--- config.mk ---
export PLATFORM = sky130hd
export DESIGN_NAME = ahb_slave_interface
export DESIGN_NICKNAME = d
export VERILOG_FILES = /design/src/rtl/ahb_apb_pkg.sv /design/src/rtl/ahb_addr_decode.sv /design/src/rtl/ahb_slave_interface.sv
export SDC_FILE = /design/constraint.sdc
export NUM_CORES = 1
export LEC_CHECK = 0
export CORE_AREA = 2 2 106 108
export DETAILED_ROUTE_END_ITERATION = 12
export DIE_AREA = 0 0 108 110
export DONT_BUFFER_PORTS = 1
export PLACE_DENSITY = 0.6
export SETUP_SLACK_MARGIN = 0.05
export SYNTH_ARGS = -nofsm -noshare
export SYNTH_HDL_FRONTEND = slang
export SYNTH_SLANG_ARGS = --single-unit
--- constraint.sdc ---
create_clock -name hclk -period 2.6 [get_ports hclk]
set_clock_uncertainty 0.2 [all_clocks]
set_input_delay 0.52 -clock hclk [delete_from_list [all_inputs] [get_ports hclk]]
set_output_delay 0.52 -clock hclk [all_outputs]
set_load 0.03 [all_outputs]
--- src/rtl/ahb_apb_pkg.sv ---
// ----------------------------------------------------------------------------
// ahb_apb_pkg
// Shared definitions for the AHB-to-APB bridge: AHB transfer-type and
// response encodings, default address-window constants and the state type
// of the AHB-side error-response FSM.
// Ports: none (package).
// Configuration macro used by the bridge: AHB_SLV_ERR_RESP_EN.
// ----------------------------------------------------------------------------
package ahb_apb_pkg;

    // AHB HTRANS encodings
    typedef enum logic [1:0] {
        HTRANS_IDLE   = 2'b00,
        HTRANS_BUSY   = 2'b01,
        HTRANS_NONSEQ = 2'b10,
        HTRANS_SEQ    = 2'b11
    } htrans_e;

    // AHB HRESP encodings (only OKAY and ERROR are produced by this bridge)
    typedef enum logic [1:0] {
        HRESP_OKAY  = 2'b00,
        HRESP_ERROR = 2'b01
    } hresp_e;

    // Default address window: slot k covers
    // [AHB_BASE_ADDR + k*AHB_SLOT_SIZE, AHB_BASE_ADDR + (k+1)*AHB_SLOT_SIZE)
    localparam logic [31:0] AHB_BASE_ADDR = 32'h8000_0000;
    localparam logic [31:0] AHB_SLOT_SIZE = 32'h0400_0000;

    // Two-cycle ERROR response sequencer
    typedef enum logic [1:0] {
        ST_IDLE = 2'b00,
        ST_ERR1 = 2'b01,
        ST_ERR2 = 2'b10
    } resp_state_e;

endpackage

--- src/rtl/ahb_addr_decode.sv ---
// ----------------------------------------------------------------------------
// ahb_addr_decode
// Purely combinational address decoder for the bridge window.
// Ports:
//   haddr_i     in  32          AHB address of the current address phase
//   mapped_o    out 1           address lies inside the bridge window
//   tempselx_o  out NUM_SLAVES  one-hot slot select, all zeros when unmapped
// Configuration macro used by the bridge: AHB_SLV_ERR_RESP_EN (not used here).
// ----------------------------------------------------------------------------
module ahb_addr_decode
    import ahb_apb_pkg::*;
#(
    parameter logic [31:0] BASE_ADDR  = AHB_BASE_ADDR,
    parameter logic [31:0] SLOT_SIZE  = AHB_SLOT_SIZE,
    parameter int          NUM_SLAVES = 3
) (
    input  logic [31:0]           haddr_i,
    output logic                  mapped_o,
    output logic [NUM_SLAVES-1:0] tempselx_o
);

    // All bounds are carried in 33 bits so a window that ends exactly at
    // 4 GiB (or a misconfigured one that would run past it) cannot wrap.
    localparam logic [32:0] WIN_LO  = {1'b0, BASE_ADDR};
    localparam logic [32:0] SLOT_SZ = {1'b0, SLOT_SIZE};
    localparam logic [32:0] WIN_HI  = WIN_LO + (33'(NUM_SLAVES) * SLOT_SZ);

    logic [32:0] addrExt;
    logic [32:0] slotLo;
    logic [32:0] slotHi;

    assign addrExt = {1'b0, haddr_i};

    // Window hit plus a per-slot range compare; slot ranges are disjoint so
    // at most one select bit can be set, and none outside the window.
    always_comb begin
        mapped_o   = (addrExt >= WIN_LO) && (addrExt < WIN_HI);
        tempselx_o = '0;
        slotLo     = WIN_LO;
        slotHi     = WIN_LO;
        for (int k = 0; k < NUM_SLAVES; k++) begin
            slotLo = WIN_LO + (33'(k) * SLOT_SZ);
            slotHi = slotLo + SLOT_SZ;
            if ((addrExt >= slotLo) && (addrExt < slotHi)) begin
                tempselx_o[k] = 1'b1;
            end
        end
    end

endmodule

--- src/rtl/ahb_slave_interface.sv ---
// ----------------------------------------------------------------------------
// ahb_slave_interface
// AHB-side front end of the AHB-to-APB bridge. Pipelines address, write data
// and direction for the APB controller FSM, decodes transfer validity and the
// peripheral select, and returns read data, HREADYOUT and HRESP.
// Optional two-cycle ERROR response for unmapped addresses is built only when
// the macro AHB_SLV_ERR_RESP_EN is defined; otherwise unmapped transfers are
// simply not marked valid and get an OKAY response.
// Ports:
//   hclk, hresetn                clock, synchronous active-high reset
//   hwrite, hreadyin, htrans     AHB control from the master
//   haddr, hwdata                AHB address / write data from the master
//   prdata, bridge_ready         read data and ready from the APB controller
//   valid, tempselx              decoded transfer valid / one-hot slot select
//   haddr_1/2, hwdata_1/2        address and write data delayed 1 / 2 stages
//   hwrite_reg, hwrite_reg1      direction delayed 1 / 2 stages
//   hrdata, hreadyout, hresp     response to the master
// ----------------------------------------------------------------------------
module ahb_slave_interface
    import ahb_apb_pkg::*;
#(
    parameter logic [31:0] BASE_ADDR  = AHB_BASE_ADDR,
    parameter logic [31:0] SLOT_SIZE  = AHB_SLOT_SIZE,
    parameter int          NUM_SLAVES = 3
) (
    input  logic                  hclk,
    input  logic                  hresetn,
    input  logic                  hwrite,
    input  logic                  hreadyin,
    input  logic [1:0]            htrans,
    input  logic [31:0]           haddr,
    input  logic [31:0]           hwdata,
    input  logic [31:0]           prdata,
    input  logic                  bridge_ready,
    output logic                  valid,
    output logic [NUM_SLAVES-1:0] tempselx,
    output logic [31:0]           haddr_1,
    output logic [31:0]           haddr_2,
    output logic [31:0]           hwdata_1,
    output logic [31:0]           hwdata_2,
    output logic                  hwrite_reg,
    output logic                  hwrite_reg1,
    output logic [31:0]           hrdata,
    output logic                  hreadyout,
    output logic [1:0]            hresp
);

    logic        addrMapped;
    logic        transActive;
    logic        stateIdle;

    logic [31:0] haddr1_q;
    logic [31:0] haddr2_q;
    logic [31:0] hwdata1_q;
    logic [31:0] hwdata2_q;
    logic        hwrite1_q;
    logic        hwrite2_q;

    ahb_addr_decode #(
        .BASE_ADDR  (BASE_ADDR),
        .SLOT_SIZE  (SLOT_SIZE),
        .NUM_SLAVES (NUM_SLAVES)
    ) u_addr_decode (
        .haddr_i    (haddr),
        .mapped_o   (addrMapped),
        .tempselx_o (tempselx)
    );

    assign transActive = (htrans == HTRANS_NONSEQ) || (htrans == HTRANS_SEQ);

    // Address/data/direction pipeline. Write data trails its address by one
    // cycle on AHB, so hwdata_1 lines up with haddr_2. Everything freezes
    // while the master holds hreadyin low so the stages stay aligned.
    always_ff @(posedge hclk) begin
        if (hresetn) begin
            haddr1_q  <= '0;
            haddr2_q  <= '0;
            hwdata1_q <= '0;
            hwdata2_q <= '0;
            hwrite1_q <= 1'b0;
            hwrite2_q <= 1'b0;
        end else if (hreadyin) begin
            haddr1_q  <= haddr;
            haddr2_q  <= haddr1_q;
            hwdata1_q <= hwdata;
            hwdata2_q <= hwdata1_q;
            hwrite1_q <= hwrite;
            hwrite2_q <= hwrite1_q;
        end
    end

`ifdef AHB_SLV_ERR_RESP_EN
    resp_state_e state_q;
    resp_state_e state_d;
    logic        errReady_q;
    logic        errReady_d;
    hresp_e      hresp_q;
    hresp_e      hresp_d;

    // Next-state logic of the ERROR sequencer. The response values are
    // computed for the state being entered so that they come out of flops.
    // Only NONSEQ/SEQ to an unmapped address starts the sequence; once
    // started it always runs ERR1 -> ERR2 -> IDLE regardless of inputs.
    always_comb begin
        state_d    = state_q;
        errReady_d = errReady_q;
        hresp_d    = hresp_q;
        case (state_q)
            ST_IDLE: begin
                if (hreadyin && transActive && !addrMapped) begin
                    state_d    = ST_ERR1;
                    errReady_d = 1'b0;
                    hresp_d    = HRESP_ERROR;
                end
            end
            ST_ERR1: begin
                state_d    = ST_ERR2;
                errReady_d = 1'b1;
                hresp_d    = HRESP_ERROR;
            end
            ST_ERR2: begin
                state_d    = ST_IDLE;
                errReady_d = 1'b1;
                hresp_d    = HRESP_OKAY;
            end
            default: begin
                state_d    = ST_IDLE;
                errReady_d = 1'b1;
                hresp_d    = HRESP_OKAY;
            end
        endcase
    end

    // State and registered response flops.
    always_ff @(posedge hclk) begin
        if (hresetn) begin
            state_q    <= ST_IDLE;
            errReady_q <= 1'b1;
            hresp_q    <= HRESP_OKAY;
        end else begin
            state_q    <= state_d;
            errReady_q <= errReady_d;
            hresp_q    <= hresp_d;
        end
    end

    assign stateIdle = (state_q == ST_IDLE);

    // In IDLE the APB side controls wait states; during the error sequence
    // the registered value wins. Reset overrides immediately, not a cycle late.
    assign hreadyout = hresetn   ? 1'b1 :
                       stateIdle ? bridge_ready :
                                   errReady_q;
    assign hresp     = hresetn ? HRESP_OKAY : hresp_q;
`else
    assign stateIdle = 1'b1;
    assign hreadyout = hresetn ? 1'b1 : bridge_ready;
    assign hresp     = HRESP_OKAY;
`endif

    assign valid = hreadyin & transActive & addrMapped & stateIdle & ~hresetn;

    assign haddr_1     = haddr1_q;
    assign haddr_2     = haddr2_q;
    assign hwdata_1    = hwdata1_q;
    assign hwdata_2    = hwdata2_q;
    assign hwrite_reg  = hwrite1_q;
    assign hwrite_reg1 = hwrite2_q;
    assign hrdata      = prdata;

endmodule

==> run_results.csv, run 1 <==
group,metric,value,unit
run_status,status,"did not finish",
run_status,haltStage,"clock tree synthesis",
run_status,tool.error,"[ERROR RSZ-0060] Max buffer count reached.",
clock_tree,holdBufCountCts,116,
synth,yosysWarnings,0,
clock_tree,cts_resized,0,
clock_tree,cts-htree-levels,4,
placed_design,place_congestion,0.7161,
synth,synth_xor_area_share,0,%
synth,synth-simple-area-share,10.89,%
clock_tree,numCtsBuffers,17,
clock_tree,cts.sinks,130,
synth,synthTopCellsByArea,"dfxtp_1 53%, mux2i_1 27%, nor2_1 10%",
floorplan,die_x,108,um
synth,synth_top_family_by_area,"multiplexers",
synth,avgSynthCellArea,10.57,sq um
placed_design,io_buffers,0,
placed_design,dpl.hpwl,6420,um
synth,yosys.area.top_type,"dfxtp_1",
floorplan,die_y,110,um
clock_tree,clock_path_buffers,2,
floorplan,io_pins,272,
floorplan,start_util,45.66,%
floorplan,row_count,38,
synth,synth.distinct_cells,13,
synth,synth_cells,462,
placed_design,dp_slack,0.2829,ns
synth,seq_area_frac_synth,53.28,%
synth,synthMuxAreaShare,26.64,%
clock_tree,clockRootBuffer,"clkbuf_8",
synth,netlist_area,0.004885,sq mm
synth,synthAdderAreaFrac,0,%
synth,synth-seq-cells,130,
synth,synth_top_area_share,53.28,%
clock_tree,post_cts_buffers,0,
placed_design,place_inst,543,
synth,synth_compound_area_share,0.5635,%
[cells in the mapped netlist, drive strengths merged]
master and number:
a2111oi 1, buf 56, clkbuf 8, conb 1, dfxtp 130, mux2i 130, nand2 1, nor2 130
nor3 1, nor3b 2, or2 1, or4b 1
[kinds of logic after synthesis]
group | Yosys count
other cells | 1
buf+inv | 64
simple gates | 136
flops | 130
mux | 130
compound gates | 1
[stage by stage]
stage / hold WS (ns) / cell area (sq um) / util (%)
after floorplan: 0.4344 / 4898 / -
after global placement: 0.4024 / 4686 / 43.80
after detailed placement: 0.4068 / 4686 / 43.80
==> run 2: changes to the inputs <==
- CORE_AREA: 2 2 106 108 -> 2 2 114 116
- DIE_AREA: 0 0 108 110 -> 0 0 116 118
- PLACE_DENSITY: 0.6 -> unset
- PLACE_DENSITY_LB_ADDON: unset -> 0.15
- SETUP_SLACK_MARGIN: 0.05 -> unset
==> run 2 against run 1 <==
Against the previous run: the flow now finishes without violations; synthesized area unchanged; synthesized cell count did not move.
==> run_results.csv, run 2 <==
group,metric,value,unit
clock_tree,holdBufCountCts,33,
clock_tree,clkLatencyLatePin,0.41,ns
routing,drc,0,
synth,yosys-top-cells-count,"130 x dfxtp_1, 130 x mux2i_1, 130 x nor2_1",
synth,synth.distinct_cells,13,
routing,ant_nets,0,
clock_tree,cts_resized,0,
clock_tree,clk_pin_slew,0.06,ns
setup_path,crit_buf_inv,0,
sta,relSlewSlack,63.36,%
routing,wl_per_cell,15.89,um
clock_tree,numCtsBuffers,17,
synth,seq_area_frac_synth,53.28,%
routing,vias_per_cell,4.825,
floorplan,die_y,118,um
clock_tree,cts-htree-levels,4,
synth,yosysWarnings,0,
clock_tree,cts.sinks,130,
run,maxCapViolations,0,
clock_tree,clockRootBuffer,"clkbuf_16",
setup_path,critPathMaxFanout,4,
routing,vias,3083,
final_layout,syn_to_final_growth,17.01,%
floorplan,core_area,0.01241,sq mm
setup_path,worstSetupPathType,"input port to output pin",
synth,yosys.area.top_type,"dfxtp_1",
clock_tree,clock_path_buffers,2,
sta,rsz0062_at_grt,"false",
sta,report.final.hold_viol_count,0,
setup_path,max_stage_delay,0.56,ns
sta,period_needed,2.336,ns
routing,drt_iter0_markers,120,
final_layout,layout_common_cells,"130 x mux2i_1, 130 x nor2_1, 130 x dfxtp_1, 32 x dlygate4sd3_1, 17 x clkbuf_16",
global_routing,grt_pass1_wl,15300,um
worst_hold_path,hp-class,"input port to register",
sta,tightest_slew,0.5496,ns
global_routing,grt_pass1_vias,3001,
sta,finalCritPeriodShare,89.83,%
floorplan,die_x,116,um
global_routing,grt_use_total,14.55,%
sta,fin_tns_setup,0,ns
synth,synthTopCellsByArea,"dfxtp_1 53%, mux2i_1 27%, nor2_1 10%",
routing,drt-pass1-iter-count,4,
placed_design,dpl.hpwl,6319,um
synth,async_flop_share,0,%
synth,synth_cells,462,
final_layout,stdcell_area,0.005715,sq mm
power,power.leakage,0.002619,uW
power,vdd_drop_max,0.4065,mV
sta,fmax,0.4282,GHz
synth,synth_ff_type,"dfxtp_1",
setup_path,setup.worst_path.end_class,"output pin",
synth,synth-seq-cells,130,
sta,finalSetupViolCount,0,
synth,synth_top_area_share,53.28,%
final_layout,drive_gt1_share,8.137,%
placed_design,io_buffers,0,
floorplan,row_count,41,
floorplan,dieArea,0.01369,sq mm
run_status,status,"finished, final reports clean",
setup_path,cp-start-kind,"input port",
placed_design,place_congestion,0.6757,
setup_path,critPathSlowestCell,"or4b_4",
synth,avgSynthCellArea,10.57,sq um
power,power_density,908.4,mW/mm^2
sta,setup_ws,0.2644,ns
setup_path,crit_chain,"or4b_4, a2111oi_4",
setup_path,arrival,1.62,ns
global_routing,grt_max_degree,132,
setup_path,critPathTopFamily,"simple AND/OR/NAND/NOR gates",
final_layout,nets,557,
floorplan,io_pins,272,
clock_tree,cts_tree,"done",
synth,netlist_area,0.004885,sq mm
final_layout,n_fill_cell,1205,
placed_design,dp_slack,0.2608,ns
global_routing,antenna_found_initial,0,
final_layout,antenna_cells,0,
floorplan,start_util,39.35,%
routing,postRouteWirelength,10160,um
sta,slew_violations,0,
placed_design,detailed_place.area,0.004708,sq mm
clock_tree,post_cts_buffers,0,
setup_path,required,1.88,ns
global_routing,overflow,0,
synth,synth_edf_count,0,
[run 2: kinds of logic after synthesis]
| group | count (synthesis) | share of synthesized area [%] |
|---|---|---|
| AOI/OAI and AO/OA | 1 | 0.5636 |
| and+or+nand+nor | 136 | 10.89 |
| muxes | 130 | 26.64 |
| DFF | 130 | 53.28 |
| other | 1 | 0.07677 |
| buffers and inverters | 64 | 8.555 |
[run 2: final timing paths]
| check | end | cells after the start | slack, ns | from |
|---|---|---|---|---|
| setup / recovery | valid | 2 | 0.26 | haddr[28] |
| hold / removal | hwdata_1[21]$_SDFFE_PP0P_ | 2 | 0.06 | hwdata[21] |
| setup reg to reg | haddr_2[27]$_SDFFE_PP0P_ | 3 | 0.96 | haddr_1[27]$_SDFFE_PP0P_ |
| hold reg to reg | haddr_2[5]$_SDFFE_PP0P_ | 2 | 0.46 | haddr_2[5]$_SDFFE_PP0P_ |
[run 2: where the power goes]
part           total [uW]  switching [uW]  internal [uW]
logic                 224            87.6            137
registers            2360             269           2090
clock network        2610             857           1750
[run 2: layer usage]
layer	wire, um	vias up	GRT usage (%)
li1	-	1481	-
met1	3999	1420	15.42
met2	4619	162	22.59
met3	1292	20	8.187
met4	244	0	8.110
met5	0	-	0
[run 2: layout make-up]
cell class | instances | area, sq um | share of cell area [%]
Sequential cell | 130 | 2603 | 45.53
Multi-Input combinational cell | 269 | 1868 | 32.68
Clock buffer | 19 | 452.9 | 7.925
Timing Repair Buffer | 36 | 370.4 | 6.480
Tap cell | 172 | 215.2 | 3.765
Clock inverter | 13 | 206.4 | 3.612
[run 2: metrics by stage]
stage | hold slack (ns) | utilization (%) | instances | total power (uW)
floorplan | 0.4344 | - | 463 | 2699
global placement | 0.4035 | 37.93 | 574 | 2564
detailed placement | 0.4051 | 37.93 | 574 | 2571
CTS | 0.03944 | 46.04 | 639 | 5265
global route | 0.04821 | 46.04 | 639 | 5395
finish | 0.06226 | 46.04 | 639 | 5192
No activity file was read; power rests on OpenSTA's default activity.
==> run 3: changes to the inputs <==
- REMOVE_ABC_BUFFERS: unset -> 1
==> run 3 against run 2 <==
Against the previous run: sequential share of layout area increased by 0.34 points; clock power is 4% lower; largest power group unchanged; register-to-register slack about the same; worst hold slack worse by 0.010 ns; utilization shrank 0.34 points; non-clock buffer count decreased by 1; wire length grew 11%; highest routed layer is now met5; sequential power about the same; critical endpoint unchanged; fmax down 0.40%; first-iteration DRC count is 21% higher; sequential cell count did not move.
==> run_results.csv, run 3 (synthesized netlist as in run 2, its figures left out) <==
group,metric,value,unit
run_status,status,"finished, final reports clean",
floorplan,start_util,39.35,%
final_layout,layout_common_cells,"130 x mux2i_1, 130 x nor2_1, 130 x dfxtp_1, 31 x dlygate4sd3_1, 17 x clkbuf_16",
global_routing,antenna_found_initial,0,
setup_path,crit_buf_inv,0,
final_layout,drive_gt1_share,7.940,%
global_routing,overflow,0,
setup_path,crit_chain,"or4b_4, a2111oi_4",
floorplan,row_count,41,
clock_tree,cts.sinks,130,
clock_tree,clock_path_buffers,2,
routing,drt_iter0_markers,145,
global_routing,grt_use_total,16.26,%
clock_tree,cts-htree-levels,4,
clock_tree,cts_tree,"done",
setup_path,worstRegToRegCells,3,
power,combPwrFrac,4.4,%
setup_path,critPathSlowestCell,"or4b_4",
clock_tree,clkLatencyLatePin,0.41,ns
floorplan,die_x,116,um
routing,drt-pass1-iter-count,4,
power,power_density,895.7,mW/mm^2
floorplan,io_pins,272,
routing,vias_per_cell,4.922,
floorplan,die_y,118,um
clock_tree,numCtsBuffers,17,
power,p_sw_share,24.15,%
global_routing,grt_pass1_vias,2993,
worst_hold_path,whs_path_depth,2,
final_layout,syn_to_final_growth,16.14,%
final_layout,antenna_cells,0,
placed_design,dpl.hpwl,7273,um
setup_path,setup.worst_path.end_class,"output pin",
placed_design,place_congestion,0.7100,
clock_tree,clockRootBuffer,"clkbuf_16",
placed_design,io_buffers,0,
sta,fmax,0.4264,GHz
worst_hold_path,hp-class,"input port to register",
routing,postRouteWirelength,11240,um
setup_path,critPathMaxFanout,4,
power,p_int,3854,uW
clock_tree,post_cts_buffers,0,
routing,ant_nets,0,
floorplan,core_area,0.01241,sq mm
sta,tightest_slew,0.5589,ns
power,power.leakage,0.002592,uW
power,vdd_drop_max,0.4540,mV
sta,period_needed,2.345,ns
sta,finalCritPeriodShare,90.19,%
sta,slew_violations,0,
setup_path,critPathTopFamily,"simple AND/OR/NAND/NOR gates",
global_routing,grt_pass1_wl,16480,um
power,power_frac_clock,49.2,%
clock_tree,clk_pin_slew,0.06,ns
setup_path,worstSetupPathDepth,2,
sta,report.final.hold_viol_count,0,
power,pwr-share-seq,46.3,%
sta,relSlewSlack,62.74,%
global_routing,grt_max_degree,132,
sta,fin_tns_setup,0,ns
setup_path,worstSetupPathType,"input port to output pin",
routing,wl_per_cell,17.61,um
power,p_sw,1227,uW
routing,drc,0,
setup_path,cp-start-kind,"input port",
setup_path,required,1.88,ns
setup_path,arrival,1.62,ns
placed_design,detailed_place.area,0.004708,sq mm
routing,vias,3140,
final_layout,nets,556,
setup_path,max_stage_delay,0.56,ns
power,power,5081,uW
sta,rsz0062_at_grt,"false",
run,maxCapViolations,0,
floorplan,dieArea,0.01369,sq mm
final_layout,stdcell_area,0.005673,sq mm
sta,finalSetupViolCount,0,
==> run 3: cell count changes in the layout (fill, tap and decap cells not counted), sizes merged <==
cell,change
dlygate4sd3,-1
clkinvlp,+1
bufinv,-1
==> run 3: power by group through the flow <==
stage | clock [uW] | combinational, uW | sequential, uW
floorplan | 0 | 155 | 2370
global placement | 0 | 160 | 2400
detailed placement | 0 | 167 | 2400
CTS | 2570 | 226 | 2360
global route | 2680 | 252 | 2370
finish | 2500 | 225 | 2350
==> run 3: worst register-to-register path, stage by stage (launching register included) <==
cell and delay [ns]:
dfxtp_1 0.55, mux2i_1 0.14, nor2_1 0.12, dlygate4sd3_1 0.57
==> run 3: final timing paths <==
kind / from / endpoint / slack, ns
worst min register to register: hwdata_2[17]$_SDFFE_PP0P_ / hwdata_2[17]$_SDFFE_PP0P_ / 0.46
worst max-delay path: haddr[28] / valid / 0.26
worst max register to register: hwdata_1[31]$_SDFFE_PP0P_ / hwdata_2[31]$_SDFFE_PP0P_ / 0.97
worst min-delay path: hwdata[3] / hwdata_1[3]$_SDFFE_PP0P_ / 0.05
==> run 3: through the flow <==
stage	setup WS, ns	util, %	hold slack, ns	cells
after floorplan	0.02655	-	0.3924	399
after global placement	0.2608	37.93	0.4006	574
after global routing	0.2296	45.70	0.03025	638
after detailed placement	0.2430	37.93	0.4022	574
final	0.2550	45.70	0.05208	638
after CTS	0.2430	45.70	0.03780	638
==> run 3: cell type report <==
type	count	area, sq um
clock buffers	19	442.9
multi-input cells	269	1868
flip-flops and latches	130	2603
repair buffers	35	360.3
clock inverters	13	183.9
well taps	172	215.2
fillers	1184	6741
==> run 3: metal layers <==
metal  up-vias  routed length (um)  track usage [%]
li1       1480                   -                -
met1      1451                4414            17.44
met2       196                4623            21.86
met3        11                2043            15.96
met4         2                  93            4.688
met5         -                  60            5.098
==> run 3: timing repair <==
item | CTS | global route
hold buffers | 32 | 0
hold endpoints to repair | 130 | 0
gates resized for setup | 0 | 0
